**src/rtl/instr_buffer_pkg.sv**
```systemverilog
// instr_buffer_pkg: shared widths and entry type for the instruction buffer
package instr_buffer_pkg;
    localparam int INST_W = 32;
    localparam int PC_W   = 48;
    typedef struct packed {
        logic [INST_W-1:0] inst;
        logic [PC_W-1:0]   pc;
    } ibuf_entry_t;
endpackage

```
**src/rtl/instr_buffer_compact.sv**
```systemverilog
// ibuf_compact: packs the valid fetch slots of a packet into consecutive entries
import instr_buffer_pkg::*;
module ibuf_compact (
    input  logic [1:0]          mask_i,
    input  logic [2*INST_W-1:0] inst_i,
    input  logic [PC_W-1:0]     pc_i,
    output logic [1:0]          n_o,
    output ibuf_entry_t         e0_o,
    output ibuf_entry_t         e1_o
);
    ibuf_entry_t s0, s1;
    // slot1 always sits at pc+4; a lone slot1 moves down into the first entry
    always_comb begin
        s0   = '{inst: inst_i[INST_W-1:0], pc: pc_i};
        s1   = '{inst: inst_i[2*INST_W-1:INST_W], pc: pc_i + PC_W'(4)};
        n_o  = {1'b0, mask_i[0]} + {1'b0, mask_i[1]};
        e0_o = mask_i[0] ? s0 : s1;
        e1_o = s1;
    end
endmodule

```
**src/rtl/instr_buffer.sv**
```systemverilog
// instr_buffer: circular FIFO between fetch (two slots in) and decode (one out)
import instr_buffer_pkg::*;
module instr_buffer #(
    parameter int DEPTH = 8
) (
    input  logic                     clock,
    input  logic                     reset,
    input  logic                     fetch_valid,
    output logic                     fetch_ready,
    input  logic [2*INST_W-1:0]      fetch_inst,
    input  logic [PC_W-1:0]          fetch_pc,
    input  logic [1:0]               fetch_mask,
    input  logic                     flush,
    input  logic                     decode_ready,
    output logic                     ibuffer_instr_valid,
    output logic [INST_W-1:0]        ibuffer_inst_out,
    output logic [PC_W-1:0]          ibuffer_pc_out,
    output logic [$clog2(DEPTH):0]   ibuffer_count,
    output logic                     fifo_empty
);
    localparam int PW = $clog2(DEPTH);
    localparam int CW = PW + 1;
    ibuf_entry_t     mem_q [DEPTH];
    logic [PW-1:0]   head_q, head_d, tail_q, tail_d, tail_p1;
    logic [CW-1:0]   count_q, count_d;
    logic [1:0]      n_slots, n_enq;
    logic            enq, deq;
    ibuf_entry_t     e0, e1;
    ibuf_compact u_compact (
        .mask_i (fetch_mask),
        .inst_i (fetch_inst),
        .pc_i   (fetch_pc),
        .n_o    (n_slots),
        .e0_o   (e0),
        .e1_o   (e1)
    );
    assign fetch_ready         = count_q <= CW'(DEPTH - 2);
    assign enq                 = fetch_valid & fetch_ready & ~flush;
    assign n_enq               = enq ? n_slots : 2'd0;
    assign ibuffer_instr_valid = (count_q != '0) & ~flush;
    assign deq                 = ibuffer_instr_valid & decode_ready;
    assign tail_p1             = tail_q + PW'(1);
    assign ibuffer_inst_out    = mem_q[head_q].inst;
    assign ibuffer_pc_out      = mem_q[head_q].pc;
    assign ibuffer_count       = count_q;
    assign fifo_empty          = count_q == '0;
    // pointer and occupancy next state; flush overrides everything
    always_comb begin
        head_d  = flush ? '0 : head_q + PW'(deq);
        tail_d  = flush ? '0 : tail_q + PW'(n_enq);
        count_d = flush ? '0 : count_q + CW'(n_enq) - CW'(deq);
    end
    // pointer and occupancy registers
    always_ff @(posedge clock or posedge reset) begin
        if (reset) begin
            head_q  <= '0;
            tail_q  <= '0;
            count_q <= '0;
        end else begin
            head_q  <= head_d;
            tail_q  <= tail_d;
            count_q <= count_d;
        end
    end
    // entry array; cleared on reset so the head outputs are never X
    always_ff @(posedge clock or posedge reset) begin
        if (reset) begin
            for (int i = 0; i < DEPTH; i++) mem_q[i] <= '0;
        end else begin
            if (n_enq != 2'd0) mem_q[tail_q] <= e0;
            if (n_enq == 2'd2) mem_q[tail_p1] <= e1;
        end
    end
endmodule

```
**config.mk**
```make
export PLATFORM = sky130hd
export DESIGN_NAME = instr_buffer
export DESIGN_NICKNAME = d
export VERILOG_FILES = /design/src/rtl/instr_buffer_pkg.sv /design/src/rtl/instr_buffer_compact.sv /design/src/rtl/instr_buffer.sv
export SDC_FILE = /design/constraint.sdc
export NUM_CORES = 2
export LEC_CHECK = 0
export CAP_MARGIN = 20
export CORE_MARGIN = 2
export CORE_UTILIZATION = 55
export CTS_CLUSTER_DIAMETER = 40
export CTS_CLUSTER_SIZE = 10
export DETAILED_ROUTE_END_ITERATION = 7
export PLACE_DENSITY = 0.74
export SYNTH_ARGS = -nofsm -noshare
export SYNTH_HDL_FRONTEND = slang
export SYNTH_HIERARCHICAL = 1
export SYNTH_SLANG_ARGS = --single-unit
```
**constraint.sdc**
```tcl
create_clock -name clock -period 56.2 [get_ports clock]
set_input_delay 8.43 -clock clock [delete_from_list [all_inputs] [get_ports clock]]
set_output_delay 8.43 -clock clock [all_outputs]
set_load 0.005 [all_outputs]
```
==> report_table.html <==
<table>
<tr><th>Metric</th><th>Value</th></tr>
<tr><th colspan="2">STA</th></tr>
<tr><td>Number of setup violations in the final report</td><td>0</td></tr>
<tr><td>Number of endpoints with negative hold slack in the final report</td><td>0</td></tr>
<tr><td>Setup ws final</td><td>37.94 ns</td></tr>
<tr><td>Worst relative slew slack</td><td>22.6%</td></tr>
<tr><td>Share of the clock period used by the worst path after layout</td><td>32.5%</td></tr>
<tr><td>Post-route worst hold slack</td><td>0.530 ns</td></tr>
<tr><td>Worst Tran Pin Value</td><td>1.16 ns</td></tr>
<tr><td>Final setup skew</td><td>0.0255 ns</td></tr>
<tr><td>Achievable clock frequency</td><td>54.8 MHz</td></tr>
<tr><td>Setup TNS after final layout</td><td>0 ns</td></tr>
<tr><td>Final Critical Period</td><td>18.26 ns</td></tr>
<tr><td>Final Max Tran Viols</td><td>0</td></tr>
<tr><td>Setup repair after global routing missed its margin</td><td>no</td></tr>
<tr><th colspan="2">Pwr</th></tr>
<tr><td>Sequential group share of total power</td><td>38.0%</td></tr>
<tr><td>Combinational share of power</td><td>26.0%</td></tr>
<tr><td>Clock network fraction of design power</td><td>36.0%</td></tr>
<tr><td>Static Leakage</td><td>19.0 nW</td></tr>
<tr><td>Power dissipated by switching net loads</td><td>0.000503 W</td></tr>
<tr><td>Peak supply drop</td><td>0.0247 mV</td></tr>
<tr><td>Power per cell area</td><td>40.7 mW/mm2</td></tr>
<tr><td>Int Power</td><td>0.00121 W</td></tr>
<tr><td>Switching part of the total</td><td>29.4%</td></tr>
<tr><th colspan="2">Die</th></tr>
<tr><td>Top Ports</td><td>206</td></tr>
<tr><td>Cell row count</td><td>95</td></tr>
<tr><td>Initial cell density of the core</td><td>55.8%</td></tr>
<tr><td>Area of the core region</td><td>0.0674 mm2</td></tr>
<tr><td>Chip width</td><td>266 um</td></tr>
<tr><td>Die boundary height</td><td>266 um</td></tr>
<tr><td>Area enclosed by the die boundary</td><td>0.0705 mm2</td></tr>
<tr><th colspan="2">Clocking</th></tr>
<tr><td>Post-CTS Resized</td><td>0</td></tr>
<tr><td>Number of hold buffers added after CTS</td><td>0</td></tr>
<tr><td>Maximum clock insertion buffer count</td><td>3</td></tr>
<tr><td>Clock Root Buffer</td><td>sky130_fd_sc_hd__clkbuf_16</td></tr>
<tr><td>Clock-pin slew on the worst setup and hold paths</td><td>0.05 ns</td></tr>
<tr><td>Total setup buffers inserted after CTS</td><td>0</td></tr>
<tr><td>CTS Sinks</td><td>650</td></tr>
<tr><td>Clock latency reported for the late side of the worst-skew pair</td><td>0.67 ns</td></tr>
<tr><td>Number of CTS-inserted buffers</td><td>99</td></tr>
<tr><td>CTS tree</td><td>built</td></tr>
<tr><td>Deepest level of the CTS H-tree</td><td>3</td></tr>
<tr><th colspan="2">Critical path</th></tr>
<tr><td>Kind of end point of the critical path</td><td>output pin</td></tr>
<tr><td>Most prevalent standard cell on the critical path</td><td>sky130_fd_sc_hd__clkdlybuf4s50_1</td></tr>
<tr><td>Worst EP arrival</td><td>9.83 ns</td></tr>
<tr><td>Buffers plus inverters on the worst setup path</td><td>2</td></tr>
<tr><td>Crit path cell chain</td><td>clkdlybuf4s50_1, nor2_1, clkdlybuf4s50_1</td></tr>
<tr><td>Data required time at the worst endpoint</td><td>47.77 ns</td></tr>
<tr><td>Maximum fanout along the worst path</td><td>12</td></tr>
<tr><td>Largest stage delay on the critical path</td><td>0.65 ns</td></tr>
<tr><td>Critical path class</td><td>primary input to output pin</td></tr>
<tr><td>Reg-to-reg critical path startpoint</td><td>tail_q[2]$_DFF_PP0_</td></tr>
<tr><td>Crit-path slowest cell</td><td>sky130_fd_sc_hd__clkdlybuf4s50_1</td></tr>
<tr><td>Largest delay share family, worst path</td><td>buffers and inverters</td></tr>
<tr><td>Worst setup SP type</td><td>primary input</td></tr>
<tr><td>Worst setup path start</td><td>flush</td></tr>
<tr><th colspan="2">Status</th></tr>
<tr><td>Run status</td><td>finished clean</td></tr>
<tr><th colspan="2">Synth</th></tr>
<tr><td>Synth area leaders</td><td>sky130_fd_sc_hd__dfrtp_1 (43%), sky130_fd_sc_hd__nand2_1 (9.8%), sky130_fd_sc_hd__mux4_2 (9.6%), sky130_fd_sc_hd__a31oi_1 (8.0%), sky130_fd_sc_hd__nor2_1 (6.9%)</td></tr>
<tr><td>Largest area contributor in the netlist</td><td>sky130_fd_sc_hd__dfrtp_1</td></tr>
<tr><td>Number of nets in the synthesized netlist</td><td>4,318</td></tr>
<tr><td>Sequential element share of the synthesized area</td><td>43.2%</td></tr>
<tr><td>Flip-flop and latch count after synthesis</td><td>650</td></tr>
<tr><td>Synthesized area divided by synthesized cell count</td><td>8.99 um2</td></tr>
<tr><td>Post-synthesis instance total</td><td>4,184</td></tr>
<tr><td>Post-synthesis instance area</td><td>0.0376 mm2</td></tr>
<tr><td>Number of distinct standard cells referenced by the synthesized netlist</td><td>43</td></tr>
<tr><td>Synth warn</td><td>6</td></tr>
<tr><td>Post-synth top area share</td><td>43.2%</td></tr>
<tr><th colspan="2">Global routing</th></tr>
<tr><td>First-pass GRT wire length</td><td>184,000 um</td></tr>
<tr><td>Antenna violations before repair</td><td>2</td></tr>
<tr><td>Global route total overflow</td><td>0</td></tr>
<tr><td>Layer with the highest usage</td><td>met2</td></tr>
<tr><td>Routing usage on met3</td><td>7.48%</td></tr>
<tr><td>Via count of the first global-routing pass</td><td>31,226</td></tr>
<tr><td>Aggregate global-route resource usage</td><td>33.9%</td></tr>
<tr><td>Met1 Use GR</td><td>47.4%</td></tr>
<tr><td>Largest net degree at the start of global routing</td><td>180</td></tr>
<tr><td>Met2 Track Usage GR</td><td>51.8%</td></tr>
<tr><th colspan="2">Final layout</th></tr>
<tr><td>Most common library cell in the layout ignoring fill and taps</td><td>sky130_fd_sc_hd__nand2_1</td></tr>
<tr><td>Finished layout cell area</td><td>0.0419 mm2</td></tr>
<tr><td>Share of layout cells above drive strength 1</td><td>13.0%</td></tr>
<tr><td>P&amp;R area growth vs syn</td><td>11.5%</td></tr>
<tr><td>Layout net count</td><td>4,147</td></tr>
<tr><td>Final instance count without filler cells</td><td>4,961</td></tr>
<tr><td>Most frequent cells in the layout</td><td>sky130_fd_sc_hd__nand2_1 (986), sky130_fd_sc_hd__nor2_1 (690), sky130_fd_sc_hd__dfrtp_1 (647)</td></tr>
<tr><td>Number of inserted diodes</td><td>0</td></tr>
<tr><th colspan="2">Placed design</th></tr>
<tr><td>Sum of net half-perimeters after detailed placement</td><td>65,100 um</td></tr>
<tr><td># placed instances</td><td>4,780</td></tr>
<tr><td>RD Place Congestion</td><td>0.874</td></tr>
<tr><td>Port bufs</td><td>205</td></tr>
<tr><td>Placed cell areas</td><td>0.0385 mm2</td></tr>
<tr><td>Worst setup slack after placement</td><td>37.96 ns</td></tr>
<tr><th colspan="2">Detailed routing</th></tr>
<tr><td>Average via count per standard cell</td><td>6.46</td></tr>
<tr><td>Count of nets left with antenna violations after detail routing</td><td>0</td></tr>
<tr><td>Final routed wirelength across all metal layers</td><td>120,000 um</td></tr>
<tr><td>Violation count after the first detailed-routing iteration</td><td>4,373</td></tr>
<tr><td>Number of detailed-route iterations in the first pass</td><td>6</td></tr>
<tr><td>Average wire per cell in the routed design</td><td>24.3 um</td></tr>
<tr><td>Vias</td><td>32,038</td></tr>
<tr><td>Detailed-route DRC error count</td><td>0</td></tr>
<tr><th colspan="2">Run</th></tr>
<tr><td>Max-capacitance violation count</td><td>0</td></tr>
<tr><th colspan="2">Min path</th></tr>
<tr><td>Path class of the lowest-slack min-delay path</td><td>register to register</td></tr>
<tr><td>Min-Delay Startpoint</td><td>mem_q[319]$_DFF_PP0_</td></tr>
</table>
==> power groups by stage <==
stage	combinational [W]	sequential [W]	clock, W
after global routing	0.000481	0.000662	0.000638
after global placement	0.000428	0.000649	0
after CTS	0.000443	0.000647	0.000618
after floorplan	0.000286	0.000630	0
after detailed placement	0.000440	0.000653	0
final	0.000444	0.000649	0.000616
==> routing by layer <==
layer / up-vias / wire, um
li1: 13900 / -
met1: 15648 / 46800
met2: 2106 / 54400
met3: 380 / 14700
met4: 4 / 4540
met5: - / 34
==> Yosys cell counts (all sizes together) <==
cell type,count
dfrtp,650
nand4b,2
nand2,986
clkbuf,200
buf,328
nand3b,1
a31oi,480
nor2b,7
a21oi,161
o21ai,1
and2,1
and3,9
nor3,13
nor2,690
xor2,55
a21o,1
nor4,15
or2,6
fa,2
or3,3
xnor2,39
nand3,24
inv,17
nand2b,8
mux4,160
nand4,21
mux2i,160
or4,14
nor3b,3
mux2,114
ha,13
==> cells by family (layout without fill, tap and decap cells) <==
kind of cell	after synthesis	count (layout)	share of synthesized area, %
xor+xnor	94	94	2.19
buf+inv	545	449	7.43
compound gates	643	643	10.2
mux	434	434	17.3
simple gates	1803	1803	19.2
fa+ha+maj	15	15	0.539
flops	650	650	43.2
==> through the flow <==
step                utilization (%)  power (W)
global placement               57.1    0.00108
global route                   62.2    0.00178
finish                         62.2    0.00171
floorplan                         -   0.000917
CTS                            62.1    0.00171
detailed placement             57.2    0.00109
==> final cells by class <==
class | instances | area, um2
clock buffer | 124 | 2740
clock inverter | 52 | 557
fill | 5319 | 25500
inverter | 17 | 71.3
multi-input combinational | 2989 | 18700
sequential | 650 | 16300
tap | 873 | 1090
timing repair buffer | 256 | 2540
==> final timing paths <==
| check | to | slack, ns | cells after the start |
|---|---|---|---|
| max in group asynchronous | mem_q[309]$_DFF_PP0_ | 45.59 | 4 |
| min in group asynchronous | mem_q[188]$_DFF_PP0_ | 8.33 | 2 |
| worst max register to register | mem_q[575]$_DFF_PP0_ | 52.28 | 6 |
| worst min register to register | mem_q[319]$_DFF_PP0_ | 0.53 | 2 |
| worst min-delay path | mem_q[319]$_DFF_PP0_ | 0.53 | 2 |
| worst max-delay path | ibuffer_instr_valid | 37.94 | 3 |
==> worst reg2reg max path, delay by kind of cell, from the launching register on <==
kind	cells	cell delay (ns)
flops	1	0.72
buf+inv	1	0.79
xor+xnor	1	0.25
compound gates	1	0.08
simple gates	3	1.89
==> sequential cells by signal, summed over array words and instances (netlist names) <==
| name | cells |
|---|---|
| head_q | 3 |
| ibuffer_count | 4 |
| mem_q | 640 |
| tail_q | 3 |
No activity file was read; power rests on OpenSTA's default activity.
